File: config.mk
export PLATFORM = sky130hd
export DESIGN_NAME = rr_code_arbiter
export DESIGN_NICKNAME = d
export VERILOG_FILES = /design/src/rtl/rr_code_arbiter.sv
export SDC_FILE = /design/constraint.sdc
export NUM_CORES = 1
export LEC_CHECK = 0
export ABC_AREA = 1
export ABC_CLOCK_PERIOD_IN_PS = 2350
export CAP_MARGIN = 10
export CORE_MARGIN = 2
export CORE_UTILIZATION = 45
export CTS_BUF_LIST = sky130_fd_sc_hd__clkbuf_4 sky130_fd_sc_hd__clkbuf_8 sky130_fd_sc_hd__clkbuf_16
export DETAILED_ROUTE_END_ITERATION = 6
export PLACE_DENSITY = 0.76
export SYNTH_ARGS = -nofsm -noshare
export SYNTH_HDL_FRONTEND = slang
export SYNTH_SLANG_ARGS = --single-unit
File: constraint.sdc
create_clock -name clk -period 2.35 [get_ports clk]
set_input_delay 0.705 -clock clk [delete_from_list [all_inputs] [get_ports clk]]
set_output_delay 0.705 -clock clk [all_outputs]
set_load 0.01 [all_outputs]
File: src/rtl/rr_code_arbiter.sv
// rr_code_arbiter: round-robin arbiter that feeds a binary grant code to a
// downstream decoder over a valid/ready handshake.
// Optional feature macro: RR_CODE_ARBITER_GRANT_CNT_EN enables the saturating
// 16-bit accepted-grant counter. When it is not defined, grant_cnt reads as zero.
module rr_code_arbiter #(
    parameter int NUM_CODE_BITS = 3
) (
    input  logic                     clk,
    input  logic                     rst_n,
    input  logic [(1<<NUM_CODE_BITS)-1:0] req,
    output logic                     code_valid,
    output logic [NUM_CODE_BITS-1:0] code,
    input  logic                     code_ready,
    output logic [15:0]              grant_cnt
);

    localparam int NUM_REQ = 1 << NUM_CODE_BITS;
    localparam logic [NUM_CODE_BITS-1:0] CODE_ONE = NUM_CODE_BITS'(1);

    typedef enum logic {
        IDLE  = 1'b0,
        OFFER = 1'b1
    } state_t;

    state_t                   state;
    logic [NUM_CODE_BITS-1:0] ptr;
    logic [NUM_CODE_BITS-1:0] arb_base;
    logic [NUM_CODE_BITS-1:0] pick;
    logic [NUM_CODE_BITS-1:0] idx;
    logic                     accept;
    logic                     any_req;

    assign accept  = (state == OFFER) && code_ready;
    assign any_req = |req;

    // Pick the first set request at or after the priority base, wrapping;
    // on an accept the base is already the advanced pointer (code+1).
    always_comb begin
        arb_base = accept ? (code + CODE_ONE) : ptr;
        pick     = '0;
        idx      = '0;
        for (int i = NUM_REQ - 1; i >= 0; i--) begin
            idx = arb_base + NUM_CODE_BITS'(i);
            if (req[idx]) begin
                pick = idx;
            end
        end
    end

    // Handshake FSM: capture a winner, hold it until accepted, then re-arbitrate.
    always_ff @(posedge clk or negedge rst_n) begin
        if (!rst_n) begin
            state      <= IDLE;
            code_valid <= 1'b0;
            code       <= '0;
            ptr        <= '0;
        end else begin
            case (state)
                IDLE: begin
                    if (any_req) begin
                        code       <= pick;
                        code_valid <= 1'b1;
                        state      <= OFFER;
                    end
                end
                OFFER: begin
                    if (code_ready) begin
                        ptr <= code + CODE_ONE;
                        if (any_req) begin
                            code <= pick;
                        end else begin
                            code_valid <= 1'b0;
                            state      <= IDLE;
                        end
                    end
                end
                default: begin
                    state      <= IDLE;
                    code_valid <= 1'b0;
                end
            endcase
        end
    end

`ifdef RR_CODE_ARBITER_GRANT_CNT_EN
    logic [15:0] cnt_q;

    // Count accepted grants, sticking at all-ones instead of wrapping.
    always_ff @(posedge clk or negedge rst_n) begin
        if (!rst_n) begin
            cnt_q <= '0;
        end else if (accept && (cnt_q != 16'hFFFF)) begin
            cnt_q <= cnt_q + 16'd1;
        end
    end

    assign grant_cnt = cnt_q;
`else
    assign grant_cnt = 16'h0000;
`endif

endmodule

== After elaboration in Yosys (flattened, before gate mapping) ==
Cells that the tools add are included.

* Input port bits: 11
* Output and inout bits: 20
* Flip-flop bits (word level): 8

* Equality and inequality tests: 3
* Add/subtract/negate cells: 8
* Mux-type cells: 35
* Magnitude comparators: 8
* Bitwise logic cells: 1
* Reduce and logical (&&, ||, !) cells: 4

{| class="wikitable"
|+ Operator list
! kind !! count
|-
| 2-to-1 mux 3 bit || 11
|-
| less-than comparator 3 x 4 -> 1 bit (second input constant) || 8
|-
| binary-select mux 1 bit (select 3 bit) || 8
|-
| 2-to-1 mux 1 bit || 13
|-
| adder 3 bit (second input constant) || 4
|-
| OR reduction 8 bit || 1
|-
| adder 3 x 1 -> 3 bit (second input constant) || 2
|-
| adder 3 x 2 -> 3 bit (second input constant) || 2
|-
| inequality test 2 bit (second input constant) || 3
|-
| one-hot mux 3 bit (2 select lines) || 1
|-
| one-hot mux 1 bit (2 select lines) || 2
|-
| AND reduction 3 bit || 1
|-
| AND reduction 2 bit || 1
|-
| logical AND 1 bit || 1
|-
| NOT 1 bit || 1
|}

== Logic depth before layout (Yosys ltp) ==
* Depth in word-level cells: 16
* Mapped depth: 21

== Worst setup path before layout ==
No wires, ideal clock.

* Path kind: flip-flop to flip-flop
* From: register code[0]
* To: register code[1]
* Data required time: 2228 ps
* Library setup time: 122 ps
* Setup slack: 52 ps
* Stages on the path, launching flop included: 19
* Arrival: 2177 ps
* Cells stage by stage: dfrtp_1 -> ha_1 -> nand3_1 -> nand2_1 -> buf_4 -> ha_1 -> inv_1 -> nand3_1 -> nand2_1 -> nand2_2 -> nand2_2 -> a21oi_1 -> nand2_1 -> nand2_1 -> nand2_1 -> nand2_1 -> nand2_1 -> nand2_1 -> a21oi_2

* Longest elaborated chain between the ends: 16
* Elaborated cells on any way between the ends: 36
* Those cells by class: add/sub (8); mux (28)

{| class="wikitable"
|+ RTL lines
! element !! line !! source
|-
| start: declaration || 12 || <nowiki>output logic [NUM_CODE_BITS-1:0] code,</nowiki>
|-
| start signal: assignment || 61 || <nowiki>code <= pick;</nowiki>
|-
| start signal: assignment || 70 || <nowiki>code <= pick;</nowiki>
|-
| adder 3 x 1 -> 3 bit * || 39 || <nowiki>arb_base = accept ? (code + CODE_ONE) : ptr;</nowiki>
|-
| 2-to-1 mux 3 bit * || 39 ||
|-
| adder 3 bit || 43 || <nowiki>idx = arb_base + NUM_CODE_BITS'(i);</nowiki>
|-
| binary-select mux 1 bit (select 3 bit) || 44 || <nowiki>if (req[idx]) begin</nowiki>
|-
| 2-to-1 mux 1 bit (implied by the code) || 44 ||
|-
| 2-to-1 mux 3 bit (7 in series) || 44 ||
|-
| 2-to-1 mux 3 bit * || 44 ||
|-
| 2-to-1 mux 3 bit * || 60, 69 ||
|-
| 2-to-1 mux 3 bit || 67 || <nowiki>if (code_ready) begin</nowiki>
|-
| one-hot mux 3 bit (2 select lines) * || 58 || <nowiki>case (state)</nowiki>
|}

Mark *: on every way between the ends. The rest lies on a longest branch, timed or not. The select of a mux whose other input is x is not followed.
A chain may end at the register's enable or synchronous reset.

== Final worst setup path ==
* From: register code[1]
* To: register code[2]

The elaborated chain is that of the path after synthesis.

==> summary.md <==
| Metric | Value |
|---|---|
| Most common cell in the synthesized netlist | sky130_fd_sc_hd__nand2_1 |
| CTS Sinks | 8 |
| Sequential fraction of the synthesis area | between 15 and 20% |
| Endpoints failing setup | 0 |
| Clock tree from TritonCTS | built |
| Via-per-instance ratio | between 4 and 5 |
| Clock edge transition at the registers on the reported setup and hold paths | roughly 0.060 ns |
| Status | finished clean |
| Cell seen most often among critical-path stages | sky130_fd_sc_hd__nand2_1 |
| Pwr/cell area | approximately 1600 mW/mm^2 |
| Largest voltage drop on the vdd net | 1.01 mV |
| Min cycle time layout | roughly 2.2 ns |
| Area growth from synthesis to layout | 26.2% |
| Die area | approximately 0.0033 mm^2 |
| Clock insertion delay at the later pin of the skew report | roughly 0.26 ns |
| Top cells by area, synth | sky130_fd_sc_hd__nand2_1 29%, sky130_fd_sc_hd__dfrtp_1 16%, sky130_fd_sc_hd__nand3_1 12% |
| Period utilization | between 90% and 100% |
| CTS H-tree lvls | 1 |
| Worst hold path type | reg -> reg |
| Cts bufs inserted | 3 |
| Clock share of power | about 4.3% |
| Switching power of the nets | ~1.4 mW |
| Bufs and invs on worst path | 1 |
| Final weighted congestion in routability-driven placement | 0.848 |
| # rows | 19 |
| Switching power as a share of total power | between 50% and 60% |
| Max-slew violation count | 0 |
| Multi-input combinational cell area | 910 um^2 |
| Clock Tree Root | sky130_fd_sc_hd__clkbuf_4 |
| Overall routing resource usage | between 20% and 30% |
| Mapped Area | 0.00129 mm^2 |
| Cell breakdown of the critical path | ha_4 > nand3_2 > nand2_2 > buf_4 > nand2_1 > nand2_1 > nand2_1 > nand3_1 > nor2_1 > o21bai_1 > nand2_1 > nand2_1 > nand2_1 > nand2_1 > nand2_1 > nand2_1 > nand2_1 |
| Sequential Area | roughly 200 um^2 |
| Static Leakage | roughly 0.98 nW |
| Class of the most critical setup path | reg -> reg |
| Via count | about 1400 |
| Kind of start point of the critical path | flip-flop |
| Number of buffers inserted by port buffering | 14 |
| Ratio of cells with drive above 1 in the final layout | 21.6% |
| Detailed-route wire length | ~3.3 mm |
| Sequential share of power | around a tenth |
| Average wire per standard cell | around 11 um |
| Number of antenna violations at the first check in global routing | 0 |
| Largest fanout on the critical path | 10 |
| Number of violations reported at the end of detailed-routing iteration 0 | 43 |
| Detail Route Antenna Nets | 0 |
| Pint | between 1 and 1.5 mW |
| Required time at the worst-slack endpoint | about 2.5 ns |
| Layout net count | roughly 280 |
| Peak clock frequency supported by timing | around 0.46 GHz |
| Placement-stage worst setup slack | -0.607 ns |
| Yosys warns | 0 |
| CP peak stage delay | 0.42 ns |
| Top cell family by delay on the critical path | simple AND/OR/NAND/NOR gates |
| Largest net degree at the start of global routing | 12 |
| Post-Route Hold Slack | around 0.5 ns |
| Number of primary I/O pins | 31 |
| Total congestion overflow | 0 |
| Critical path endpoint category | flip-flop |
| Fraction of synthesis flops using an asynchronous set or reset pin | 100% |
| Number of synthesized flops with an enable pin | 0 |
| Total of max-cap violations | 0 |
| Starting density of the core | 47.1% |
| Area fraction of the dominant cell type after synthesis | between 20 and 30% |
| Filler Cell Count | 265 |
| Count of mapped cells out of synthesis | 232 |
| Syn Area/Cell | ~5.5 um^2 |
| Synth unique cells | 20 |
| Synth Register Bits | 8 |
| Main flop type after synthesis | sky130_fd_sc_hd__dfrtp_1 |
| Cell types with the highest counts after synthesis | 98 x sky130_fd_sc_hd__nand2_1, 32 x sky130_fd_sc_hd__nand3_1, 30 x sky130_fd_sc_hd__inv_1 |
| Number of global-route vias before repair | 1255 |
| Power Total | around 2.6 mW |
| Buffers from clock root to sink, at most | 2 |
| Final HPWL DP | around 2.7 mm |
| Part of the total power dissipated in combinational logic | 86.2% |
| DRC violation count after routing | 0 |
| Yosys top cell by area | sky130_fd_sc_hd__nand2_1 |
| Final worst setup slack | approximately 0.16 ns |
| Core region area | roughly 0.0027 mm^2 |
| Data arrival at the endpoint of the critical path | between 2 and 2.5 ns |
| Drt pass-1 iters | 4 |
| Antenna Cells | 0 |
| Final hold violations | 0 |
| Die X | 57.5 um |
| Global-route wire length before repair | around 5.4 mm |
| Setup tns final | 0 ns |
| Cell at the slowest stage of the critical path | sky130_fd_sc_hd__dfrtp_1 |
| Fin Clk Skew | between 0.0005 and 0.0006 ns |
| Chip height | roughly 57 um |
[cell type report]
class	count	share of cell area, %
inverters	34	7.85
clock buffers	3	1.39
flip-flops and latches	8	12.3
multi-input cells	186	56.0
well taps	31	2.39
repair buffers	37	20.1
[layout by cell type (no fill, tap or decap), types with 5 or more instances in the layout]
master                             n
sky130_fd_sc_hd__a21oi_1           8
sky130_fd_sc_hd__inv_1            30
sky130_fd_sc_hd__nor2_1            5
sky130_fd_sc_hd__nand3_1          31
sky130_fd_sc_hd__conb_1           16
sky130_fd_sc_hd__nand2_2          15
sky130_fd_sc_hd__nand2_1          93
sky130_fd_sc_hd__clkdlybuf4s50_1  13
sky130_fd_sc_hd__dfrtp_1           8
sky130_fd_sc_hd__buf_4            21
[power groups by stage]
stage          Sequential [mW]  Clock (mW)  Combinational [mW]
3_3_place_gp             0.238           0                2.04
5_1_grt                  0.250       0.120                2.49
6_report                 0.244       0.109                2.21
3_5_place_dp             0.239           0                2.06
4_1_cts                  0.237       0.112                2.07
2_1_floorplan            0.240           0                1.48
[layer usage]
layer,vias to the layer above,track usage [%],share of wire [%],wire length [um]
li1,759,-,-,-
met1,600,28.2,45,1470
met2,58,34.3,47,1530
met3,5,0.680,6.3,204
met4,0,9.63,1.6,53
met5,-,0,0,0
[final timing paths]
path,startpoint,endpoint,slack (ns),depth (start not counted)
setup / recovery,code[1]$_DFFE_PN0P_,code[2]$_DFFE_PN0P_,0.16,17
hold / removal,code_valid$_DFFE_PN0P_,code_valid$_DFFE_PN0P_,0.51,2
setup reg to reg,code[1]$_DFFE_PN0P_,code[2]$_DFFE_PN0P_,0.16,17
hold reg to reg,code_valid$_DFFE_PN0P_,code_valid$_DFFE_PN0P_,0.51,2
max in group asynchronous,rst_n,code[0]$_DFFE_PN0P_,1.33,1
min in group asynchronous,rst_n,code_valid$_DFFE_PN0P_,0.74,1
[flip-flops by register name, indices dropped and copies added, names as in the netlist]
| name | flops |
|---|---|
| code | 3 |
| state | 1 |
| ptr | 3 |
| code_valid | 1 |
[per-stage QoR]
stage	cell area, um^2	util, %	instances
after CTS	1570	57.4	298
after detailed placement	1550	56.5	295
after floorplan	1340	-	247
after global routing	1630	59.5	299
after global placement	1550	56.5	295
final	1630	59.5	299
[tightest hold or removal path, cell delays in order (launching register included)]
cell and delay [ns]:
sky130_fd_sc_hd__dfrtp_1 0.36, sky130_fd_sc_hd__nand2_1 0.05, sky130_fd_sc_hd__o21ai_0 0.06
[repair_timing]
item                                    in CTS  in global routing
hold buffers                                 0                  0
resized for setup                            3                 13
buffers inserted                             0                  1
endpoints found under the setup margin       3                  3
[cells by family (layout without fill, tap and decap cells)]
| kind of cell | count (synthesis) | count (layout) | share of synthesized area (%) |
|---|---|---|---|
| AND/OR/NAND/NOR | 153 | 153 | 53.3 |
| other | 1 | 16 | 0.291 |
| buffers and inverters | 53 | 74 | 22.0 |
| AO/OA/AOI/OAI | 14 | 14 | 6.03 |
| adder cells (fa/ha/maj) | 3 | 3 | 2.92 |
| flip-flops | 8 | 8 | 15.5 |
Note: power is estimated with default switching activity, not from simulation.
